### config.mk
export PLATFORM = sky130hd
export DESIGN_NAME = mult8_ctrl
export DESIGN_NICKNAME = d
export VERILOG_FILES = /design/src/rtl/mult8_ctrl.sv
export SDC_FILE = /design/constraint.sdc
export NUM_CORES = 1
export LEC_CHECK = 0
export ABC_AREA = 1
export ABC_CLOCK_PERIOD_IN_PS = 2600
export CAP_MARGIN = 20
export CORE_MARGIN = 2
export CORE_UTILIZATION = 50
export DETAILED_ROUTE_END_ITERATION = 8
export GPL_ROUTABILITY_DRIVEN = 0
export MAX_ROUTING_LAYER = met4
export PLACE_DENSITY = 0.95
export SYNTH_ARGS = -nofsm -noshare
export SYNTH_HDL_FRONTEND = slang
export SYNTH_SLANG_ARGS = --single-unit
export TNS_END_PERCENT = 20
### constraint.sdc
create_clock -name Clk -period 2.6 [get_ports Clk]
set_clock_uncertainty 0.2 [all_clocks]
set_input_delay 0.52 -clock Clk [delete_from_list [all_inputs] [get_ports Clk]]
set_output_delay 0.52 -clock Clk [all_outputs]
set_load 0.01 [all_outputs]
### src/rtl/mult8_ctrl.sv
// Signed 8x8 shift-add multiplier controller driving an external 9-bit sign-extending adder.
// Latency: 16 cycles from Run sampled in IDLE to Done; result held until Run drops.
// No backpressure: Sw/ClearA_LoadB are ignored while Busy or Done; Run held high never restarts.
module mult8_ctrl (
  input  logic       Clk,
  input  logic       Reset_n,
  input  logic       Run,
  input  logic       ClearA_LoadB,
  input  logic [7:0] Sw,
  output logic [7:0] add_A,
  output logic [7:0] add_S,
  input  logic [7:0] add_sum,
  input  logic       add_x,
  output logic [7:0] Aval,
  output logic [7:0] Bval,
  output logic       Xval,
  output logic       Busy,
  output logic       Done
);

  typedef enum logic [1:0] {
    ST_IDLE  = 2'd0,
    ST_ADD   = 2'd1,
    ST_SHIFT = 2'd2,
    ST_DONE  = 2'd3
  } state_t;

  state_t     state_q, state_d;
  logic [2:0] cnt_q;
  logic [7:0] a_q, b_q, s_q;
  logic       x_q;

  localparam logic [2:0] LAST_ITER = 3'd7;

  // State register.
  always_ff @(posedge Clk or negedge Reset_n) begin
    if (!Reset_n) begin
      state_q <= ST_IDLE;
    end else begin
      state_q <= state_d;
    end
  end

  // Next-state and status flags; DONE waits for Run to drop so a held Run cannot restart.
  always_comb begin
    state_d = state_q;
    Busy    = 1'b0;
    Done    = 1'b0;
    case (state_q)
      ST_IDLE: begin
        if (Run) state_d = ST_ADD;
      end
      ST_ADD: begin
        Busy    = 1'b1;
        state_d = ST_SHIFT;
      end
      ST_SHIFT: begin
        Busy    = 1'b1;
        state_d = (cnt_q == LAST_ITER) ? ST_DONE : ST_ADD;
      end
      ST_DONE: begin
        Done = 1'b1;
        if (!Run) state_d = ST_IDLE;
      end
      default: state_d = ST_IDLE;
    endcase
  end

  // Datapath: load/clear in IDLE, conditional add, arithmetic shift of {X,A,B}.
  always_ff @(posedge Clk or negedge Reset_n) begin
    if (!Reset_n) begin
      a_q   <= 8'd0;
      b_q   <= 8'd0;
      s_q   <= 8'd0;
      x_q   <= 1'b0;
      cnt_q <= 3'd0;
    end else begin
      case (state_q)
        ST_IDLE: begin
          // Run wins over a simultaneous load; B is kept so a rerun reuses the old low byte.
          if (Run) begin
            s_q   <= Sw;
            a_q   <= 8'd0;
            x_q   <= 1'b0;
            cnt_q <= 3'd0;
          end else if (ClearA_LoadB) begin
            a_q <= 8'd0;
            x_q <= 1'b0;
            b_q <= Sw;
          end
        end
        ST_ADD: begin
          if (b_q[0]) begin
            a_q <= add_sum;
            x_q <= add_x;
          end else begin
            x_q <= a_q[7];
          end
        end
        ST_SHIFT: begin
          a_q <= {x_q, a_q[7:1]};
          b_q <= {a_q[0], b_q[7:1]};
          if (cnt_q != LAST_ITER) cnt_q <= cnt_q + 3'd1;
        end
        default: begin
        end
      endcase
    end
  end

  // The final iteration weighs the multiplier sign bit negatively, so S is negated there.
  always_comb begin
    add_A = a_q;
    add_S = (cnt_q == LAST_ITER) ? (~s_q + 8'd1) : s_q;
  end

  assign Aval = a_q;
  assign Bval = b_q;
  assign Xval = x_q;

endmodule

==> flow_summary.json, run 1 <==
{
  "fin_ws_ns": 0.0318,
  "fin_util_pct": 68.6,
  "use_met2_pct": 35.3,
  "multi_input_area_um2": 905,
  "placedCellCount": 343,
  "pwr-share-seq_pct": 31.0,
  "reg2reg_depth": 5,
  "irDropWorstVdd_mv": 0.798,
  "ys_top_cells_by_area": "dfrtp_1, nand2_1, ha_1, o21ai_0, inv_1",
  "cts_hold_buf": 0,
  "max_freq_mhz": 389,
  "final.period_utilization_pct": 98.8,
  "grt.total_usage_pct": 22.1,
  "cp_slowest_cell": "clkdlybuf4s50_1",
  "required_ns": 1.88,
  "sw_frac_of_total_pct": 43.1,
  "internal_power_w": 0.00167,
  "final_common_cell": "nand2_1",
  "layout-drive-gt1-share_pct": 6.27,
  "post-route-min-period_ns": 2.57,
  "seq_area_um2": 751,
  "placed_area_um2": 2360,
  "r2r-start": "state_q[0]",
  "synth-seq-cells": 30,
  "drv_slew": 0,
  "io_pins": 56,
  "critPathMaxStageDelay_ns": 0.52,
  "path_cells": "ha_2 > ha_4 > nand2_1 > xor2_1 > inv_1 > clkdlybuf4s50_1",
  "dp_hpwl_um": 3030,
  "initialDrtViolationCount": 100,
  "ys_types": 21,
  "die_h_um": 64.7,
  "hold_viol": 0,
  "cts_setup_buffers": 0,
  "clkSinkCount": 30,
  "vias_per_cell": 5.01,
  "drc": 0,
  "reg2reg_to": "s_q[3]",
  "port_buffers": 55,
  "syn_inst": 252,
  "status": "complete, no violations",
  "critPathMaxFanout": 9,
  "busiest_layer": "met2",
  "r2r_slack_ns": 0.79,
  "critPathLaunch": "cnt_q[0]",
  "criticalPathCategory": "flip-flop to primary output",
  "finalSetupViolCount": 0,
  "fin_area_um2": 2470,
  "use_met1_pct": 28.2,
  "antenna_left": 0,
  "cts_root_buffer": "clkbuf_8",
  "endpoint": "add_S[2]",
  "fp-row-count": 22,
  "core_area_um2": 3610,
  "yosysSeqAreaShare_pct": 40.8,
  "grt_max_degree": 31,
  "cts_made_buffers": 5,
  "drt_first_pass_iters": 4,
  "worstSkewPairLatency_ns": 0.28,
  "finalWirelength_um": 4160,
  "yosys_warnings": 0,
  "grt_util_met3_pct": 4.51,
  "synth_area_leader_cell": "dfrtp_1",
  "p_sw_w": 0.00126,
  "num_vias": 1757,
  "hold_slack_ns": 0.305,
  "n_fill_cell": 283,
  "critical_path_arrival_ns": 1.85,
  "grt_pass1_wl_um": 7010,
  "synth_area_um2": 1840,
  "start_util_pct": 51.0,
  "cts.htree.levels": 2,
  "antenna_found_initial": 0,
  "relSlewSlack_pct": 70.6,
  "routedWlPerCell_um": 11.8,
  "worst_slew_pin_slew_ns": 0.440,
  "pwr-share-comb_pct": 56.1,
  "preCtsSetupSlack_ns": 0.111,
  "crit_path_end_kind": "primary output",
  "fin_cells": 351,
  "drv_cap": 0,
  "grt_pass1_vias": 1569,
  "die_w_um": 64.7,
  "p_per_area_nw_per_um2": 1180,
  "synthToLayoutAreaGrowth_pct": 34.4,
  "final_cell_mix": "nand2_1, clkdlybuf4s50_1, dfrtp_1",
  "layout.nets": 333,
  "diodes": 0,
  "leakagePower_nw": 1.25,
  "rsz0062_at_grt": "yes",
  "syn_nets": 283,
  "clk_pin_slew_ns": 0.06,
  "grt_remaining_overflow": 0,
  "syn_area_per_cell_um2": 7.30,
  "hold_class": "flip-flop to flip-flop",
  "synth_top_area_share_pct": 40.8,
  "worst_setup_path_start_kind": "flip-flop",
  "cts_buffer_depth": 2,
  "die-area_um2": 4180,
  "power_frac_clock_pct": 13.0,
  "tritoncts": "yes"
}
==> layout make-up <==
type	instances	area share (%)
well taps	48	2.43
flip-flops and latches	30	30.3
inverters	25	3.79
repair buffers	58	23.2
clock buffers	7	3.49
multi-input cells	182	36.6
clock inverters	1	0.202
==> metal layers <==
metal / share of wire, % / wire (µm)
met3: 4.5 / 186
met5: 0 / 0
met1: 45 / 1850
met4: 1.5 / 63
met2: 49 / 2060
==> worst max-delay path, delay by kind of cell, from the launching register on <==
family | cells | cell delay, ns
XOR/XNOR | 1 | 0.14
buffers and inverters | 2 | 0.57
adder cells (fa/ha/maj) | 2 | 0.39
flip-flops | 1 | 0.39
AND/OR/NAND/NOR | 1 | 0.08
==> worst min path at each step <==
stage	start	end	depth (start not counted)	slack, ns
2_1_floorplan	Reset_n	Aval[0]	0	0.02
5_1_grt	Bval[1]	Bval[1]	2	0.33
6_report	Bval[2]	Bval[2]	2	0.31
3_3_place_gp	cnt_q[1]	cnt_q[1]	2	0.27
3_5_place_dp	cnt_q[1]	cnt_q[1]	2	0.29
4_1_cts	cnt_q[1]	cnt_q[1]	2	0.31
==> flip-flops by register name, indices dropped and copies added, names as in the netlist <==
register,cells
Aval,8
Bval,8
s_q,8
cnt_q,3
state_q,2
Xval,1
==> cells by family after synthesis <==
group	Yosys count	share of synthesized area [%]
AND/OR/NAND/NOR	134	30.1
XOR/XNOR	3	1.43
AO/OA/AOI/OAI	35	9.86
flip-flops	30	40.8
adder cells (fa/ha/maj)	10	6.80
buffers and inverters	40	11.0
==> metrics by stage <==
step           power, W  TNS, ns
6_report        0.00293        0
5_1_grt         0.00318  -0.0676
4_1_cts         0.00294  -0.0235
3_5_place_dp    0.00256        0
3_3_place_gp    0.00251        0
2_1_floorplan   0.00190        0
==> cell usage after synthesis <==
library cell,number
buf_6,1
buf_4,11
a21boi_0,1
o21ai_2,1
nand2_2,1
nor2_4,1
inv_1,24
inv_2,1
a21oi_1,8
xnor2_1,2
nand3_1,14
xor2_1,1
nand3_4,1
nand2_4,1
dfrtp_1,30
ha_1,10
or2_1,1
buf_2,3
nor2_1,7
o21ai_0,25
nand2_1,108
==> power groups by stage <==
stage               Sequential, W  Clock [W]  Combinational [W]
floorplan                0.000924          0           0.000973
global placement         0.000905          0            0.00161
detailed placement       0.000910          0            0.00165
CTS                      0.000904   0.000384            0.00165
global route             0.000939   0.000407            0.00183
finish                   0.000907   0.000379            0.00164
==> timing repair <==
action | in CTS | in global routing
endpoints found under the setup margin | 7 | 3
gates resized for setup | 8 | 2
cloned | 0 | 0
(Power assumes the default switching activity.)
==> inputs of run 2 (changes only) <==
CTS_CLUSTER_SIZE = 25   (was unset)
PLACE_DENSITY = 0.94   (was 0.95)
==> flow_summary.json, run 2 (synthesis results as in run 1) <==
{
  "status": "complete, no violations",
  "antenna_found_initial": 0,
  "layout-drive-gt1-share_pct": 5.94,
  "final_cell_mix": "nand2_1, clkdlybuf4s50_1, dfrtp_1",
  "cp_slowest_cell": "clkdlybuf4s50_1",
  "max_freq_mhz": 409,
  "drt_first_pass_iters": 4,
  "cts_hold_buf": 0,
  "cts_made_buffers": 5,
  "wl_met1_um": 1860,
  "path_cells": "inv_1 > ha_1 > clkdlybuf4s50_1",
  "r2r_slack_ns": 0.71,
  "endpoint": "Busy",
  "critPathMaxStageDelay_ns": 0.54,
  "grt_pass1_vias": 1551,
  "critical_path_arrival_ns": 1.73,
  "fp-row-count": 22,
  "reg2reg_to": "Bval[0]",
  "worst_setup_path_start_kind": "flip-flop",
  "cts.htree.levels": 2,
  "initialDrtViolationCount": 52,
  "worst_slew_pin_slew_ns": 0.402,
  "diodes": 0,
  "vias_per_cell": 4.86,
  "fin_cells": 351,
  "post-route-min-period_ns": 2.45,
  "die-area_um2": 4180,
  "wl_met2_um": 2140,
  "crit_path_end_kind": "primary output",
  "grt_max_degree": 31,
  "routedWlPerCell_um": 12.0,
  "cts_root_buffer": "clkbuf_8",
  "criticalPathCategory": "flip-flop to primary output",
  "relSlewSlack_pct": 73.1,
  "placedCellCount": 343,
  "leakagePower_nw": 1.24,
  "io_pins": 56,
  "rsz0062_at_grt": "no",
  "r2r-start": "state_q[0]",
  "finalWirelength_um": 4210,
  "start_util_pct": 51.0,
  "drv_slew": 0,
  "placed_area_um2": 2360,
  "final.period_utilization_pct": 94.1,
  "clkSinkCount": 30,
  "core_area_um2": 3610,
  "irDropWorstVdd_mv": 0.724,
  "die_w_um": 64.7,
  "drv_cap": 0,
  "hold_class": "flip-flop to flip-flop",
  "die_h_um": 64.7,
  "dp_hpwl_um": 3160,
  "routed-wl-met3_um": 146,
  "hold_viol": 0,
  "required_ns": 1.88,
  "worstSkewPairLatency_ns": 0.29,
  "grt.total_usage_pct": 22.9,
  "clk_pin_slew_ns": 0.06,
  "cts_buffer_depth": 2,
  "reg2reg_depth": 8,
  "critPathLaunch": "state_q[0]",
  "num_vias": 1707,
  "antenna_left": 0,
  "drc": 0,
  "final_common_cell": "nand2_1",
  "grt_remaining_overflow": 0,
  "fin_area_um2": 2470,
  "layout.nets": 333,
  "tritoncts": "yes",
  "p_per_area_nw_per_um2": 1190,
  "fin_setup_tns_ns": 0,
  "routed.top_layer": "met4",
  "hold_slack_ns": 0.295,
  "finalSetupViolCount": 0,
  "synthToLayoutAreaGrowth_pct": 34.0,
  "critPathMaxFanout": 7,
  "grt_pass1_wl_um": 7120,
  "port_buffers": 55
}
run 2: changes by cell type in the layout (fill, tap and decap cells not counted), sizes merged:
cell           before  now
clkdlybuf4s50      49   48
dlygate4sd2         4    6
dlymetal6s2s        2    1
run 2: repair_timing:
action                                  4_1_cts  5_1_grt
gates resized for setup                       9        1
setup buffers                                 0        0
endpoints found under the setup margin        7        1
run 2: final cells by class:
cell class	count	area, µm²
clock buffer	7	86.3
sequential	30	751
inverter	25	93.8
clock inverter	1	5.00
multi-input combinational	182	902
fill	272	1140
tap	48	60.1
timing repair buffer	58	568
run 2: routing by layer:
metal / global-route usage [%] / up-vias
met5: - / -
met4: 7.98 / 0
met3: 4.69 / 6
met2: 38.3 / 37
met1: 27.7 / 786
li1: - / 878
run 2: worst min-delay path by stage:
stage / slack, ns / start / cells past startpoint / endpoint
2_1_floorplan: 0.02 / Reset_n / 0 / Aval[0]
3_3_place_gp: 0.27 / cnt_q[1] / 2 / cnt_q[1]
3_5_place_dp: 0.29 / cnt_q[2] / 2 / cnt_q[2]
4_1_cts: 0.30 / cnt_q[1] / 2 / cnt_q[1]
5_1_grt: 0.33 / Bval[6] / 2 / Bval[6]
6_report: 0.30 / Bval[1] / 2 / Bval[1]
run 2: where the power goes:
part	switching, W	internal, W	total [W]
logic	0.000874	0.000760	0.00163
registers	0.000224	0.000684	0.000908
clock network	0.000174	0.000213	0.000387
total	0.00127	0.00166	0.00293
run 2: through the flow:
stage          power [W]  setup slack (ns)  utilization [%]
2_1_floorplan    0.00190             0.684                -
3_3_place_gp     0.00251             0.195             65.6
3_5_place_dp     0.00257             0.143             65.6
4_1_cts          0.00294            0.0362             68.3
5_1_grt          0.00318            0.0435             68.4
6_report         0.00293             0.154             68.4
run 2: worst max-delay path: cells and delay by family, from the launching register on:
family	cells	cell delay (ns)
DFF	1	0.47
adders and majority gates	1	0.32
buffers and inverters	2	0.66
==> inputs of run 3 (changes only) <==
PLACE_DENSITY = unset   (was 0.94)
PLACE_DENSITY_LB_ADDON = 0.05   (was unset)
==> flow_summary.json, run 3 (synthesis results as in run 1) <==
{
  "finalSetupViolCount": 0,
  "cts_hold_buf": 0,
  "crit_path_end_kind": "primary output",
  "grt_pass1_wl_um": 6870,
  "pwr-share-seq_pct": 31.0,
  "critical_path_arrival_ns": 1.70,
  "n_fill_cell": 329,
  "fin_setup_tns_ns": 0,
  "p_sw_w": 0.00124,
  "layout.nets": 332,
  "io_pins": 56,
  "die_w_um": 64.7,
  "layout-drive-gt1-share_pct": 5.63,
  "irDropWorstVdd_mv": 0.927,
  "grt_max_degree": 31,
  "fin_ws_ns": 0.179,
  "drv_slew": 0,
  "cts_setup_buffers": 0,
  "worstSkewPairLatency_ns": 0.28,
  "drt_first_pass_iters": 4,
  "rsz0062_at_grt": "no",
  "critPathMaxStageDelay_ns": 0.53,
  "path_buf_inv": 2,
  "cts_root_buffer": "clkbuf_8",
  "hold_class": "flip-flop to flip-flop",
  "pwr-share-comb_pct": 55.7,
  "port_buffers": 55,
  "cp_slowest_cell": "clkdlybuf4s50_1",
  "worst_setup_path_start_kind": "flip-flop",
  "core_area_um2": 3610,
  "final.period_utilization_pct": 93.1,
  "worst_slew_pin_slew_ns": 0.497,
  "synthToLayoutAreaGrowth_pct": 33.8,
  "required_ns": 1.88,
  "tritoncts": "yes",
  "finalPower_w": 0.00289,
  "grt_remaining_overflow": 0,
  "clkSinkCount": 30,
  "num_vias": 1675,
  "placed_area_um2": 2360,
  "max_freq_mhz": 413,
  "antenna_left": 0,
  "post-route-min-period_ns": 2.42,
  "critPathMaxFanout": 7,
  "drc": 0,
  "relSlewSlack_pct": 66.9,
  "start_util_pct": 51.0,
  "power_frac_clock_pct": 13.3,
  "fp-row-count": 22,
  "status": "complete, no violations",
  "final_common_cell": "nand2_1",
  "vias_per_cell": 4.79,
  "internal_power_w": 0.00166,
  "cts_buffer_depth": 2,
  "hold_slack_ns": 0.289,
  "grt_pass1_vias": 1473,
  "antenna_found_initial": 0,
  "worst_path_dominant_cell_family": "buffers and inverters",
  "die-area_um2": 4180,
  "diodes": 0,
  "die_h_um": 64.7,
  "initialDrtViolationCount": 123,
  "path_cells": "inv_1 > ha_1 > clkdlybuf4s50_1",
  "final_cell_mix": "nand2_1, clkdlybuf4s50_1, dfrtp_1",
  "routedWlPerCell_um": 11.1,
  "sw_frac_of_total_pct": 42.8,
  "preCtsSetupSlack_ns": 0.139,
  "fin_area_um2": 2460,
  "dp_hpwl_um": 2890,
  "multi_input_area_um2": 902,
  "drv_cap": 0,
  "criticalPathCategory": "flip-flop to primary output",
  "finalWirelength_um": 3890,
  "p_per_area_nw_per_um2": 1180,
  "seq_area_um2": 751,
  "leakagePower_nw": 1.25,
  "hold_viol": 0,
  "clk_pin_slew_ns": 0.06,
  "grt.total_usage_pct": 21.9,
  "cts.htree.levels": 2,
  "cts_made_buffers": 5
}
run 3: stage by stage:
step / std cells / util, %
after global placement: 342 / 65.4
after CTS: 350 / 68.1
after global routing: 350 / 68.3
after detailed placement: 342 / 65.4
after floorplan: 252 / -
final: 350 / 68.3
run 3: power by group through the flow:
stage | clock, W | combinational (W) | sequential (W)
2_1_floorplan | 0 | 0.000973 | 0.000924
3_3_place_gp | 0 | 0.00163 | 0.000903
3_5_place_dp | 0 | 0.00165 | 0.000904
4_1_cts | 0.000396 | 0.00164 | 0.000897
5_1_grt | 0.000422 | 0.00182 | 0.000934
6_report | 0.000386 | 0.00161 | 0.000897
run 3: worst paths after layout:
path                             from        to  slack, ns  depth (start not counted)
setup / recovery           state_q[0]      Busy       0.18                          3
hold / removal               cnt_q[1]  cnt_q[1]       0.29                          2
setup reg to reg           state_q[0]   Bval[1]       0.63                          7
hold reg to reg              cnt_q[1]  cnt_q[1]       0.29                          2
max in group asynchronous     Reset_n   Bval[0]       1.49                          2
min in group asynchronous     Reset_n    s_q[2]       0.43                          2
run 3: what timing repair did:
action,4_1_cts,5_1_grt
setup endpoints to repair,7,2
resized for setup,8,2
endpoints found under the hold margin,0,0
run 3: layout make-up:
cell class | instances | area share [%]
inverters | 25 | 3.81
repair buffers | 57 | 22.9
clock buffers | 7 | 3.51
clock inverters | 1 | 0.203
multi-input cells | 182 | 36.6
well taps | 48 | 2.44
flip-flops and latches | 30 | 30.5
run 3: per-layer routing:
metal	track usage, %	share of wire (%)
met2	32.3	46
met3	5.38	4.0
met5	-	0
met4	6.38	1.2
met1	30.1	49
run 3: worst min-delay path: stages, from the launching register on:
cell     delay (ns)
dfrtp_1        0.35
nand2_1        0.05
o21ai_0        0.06
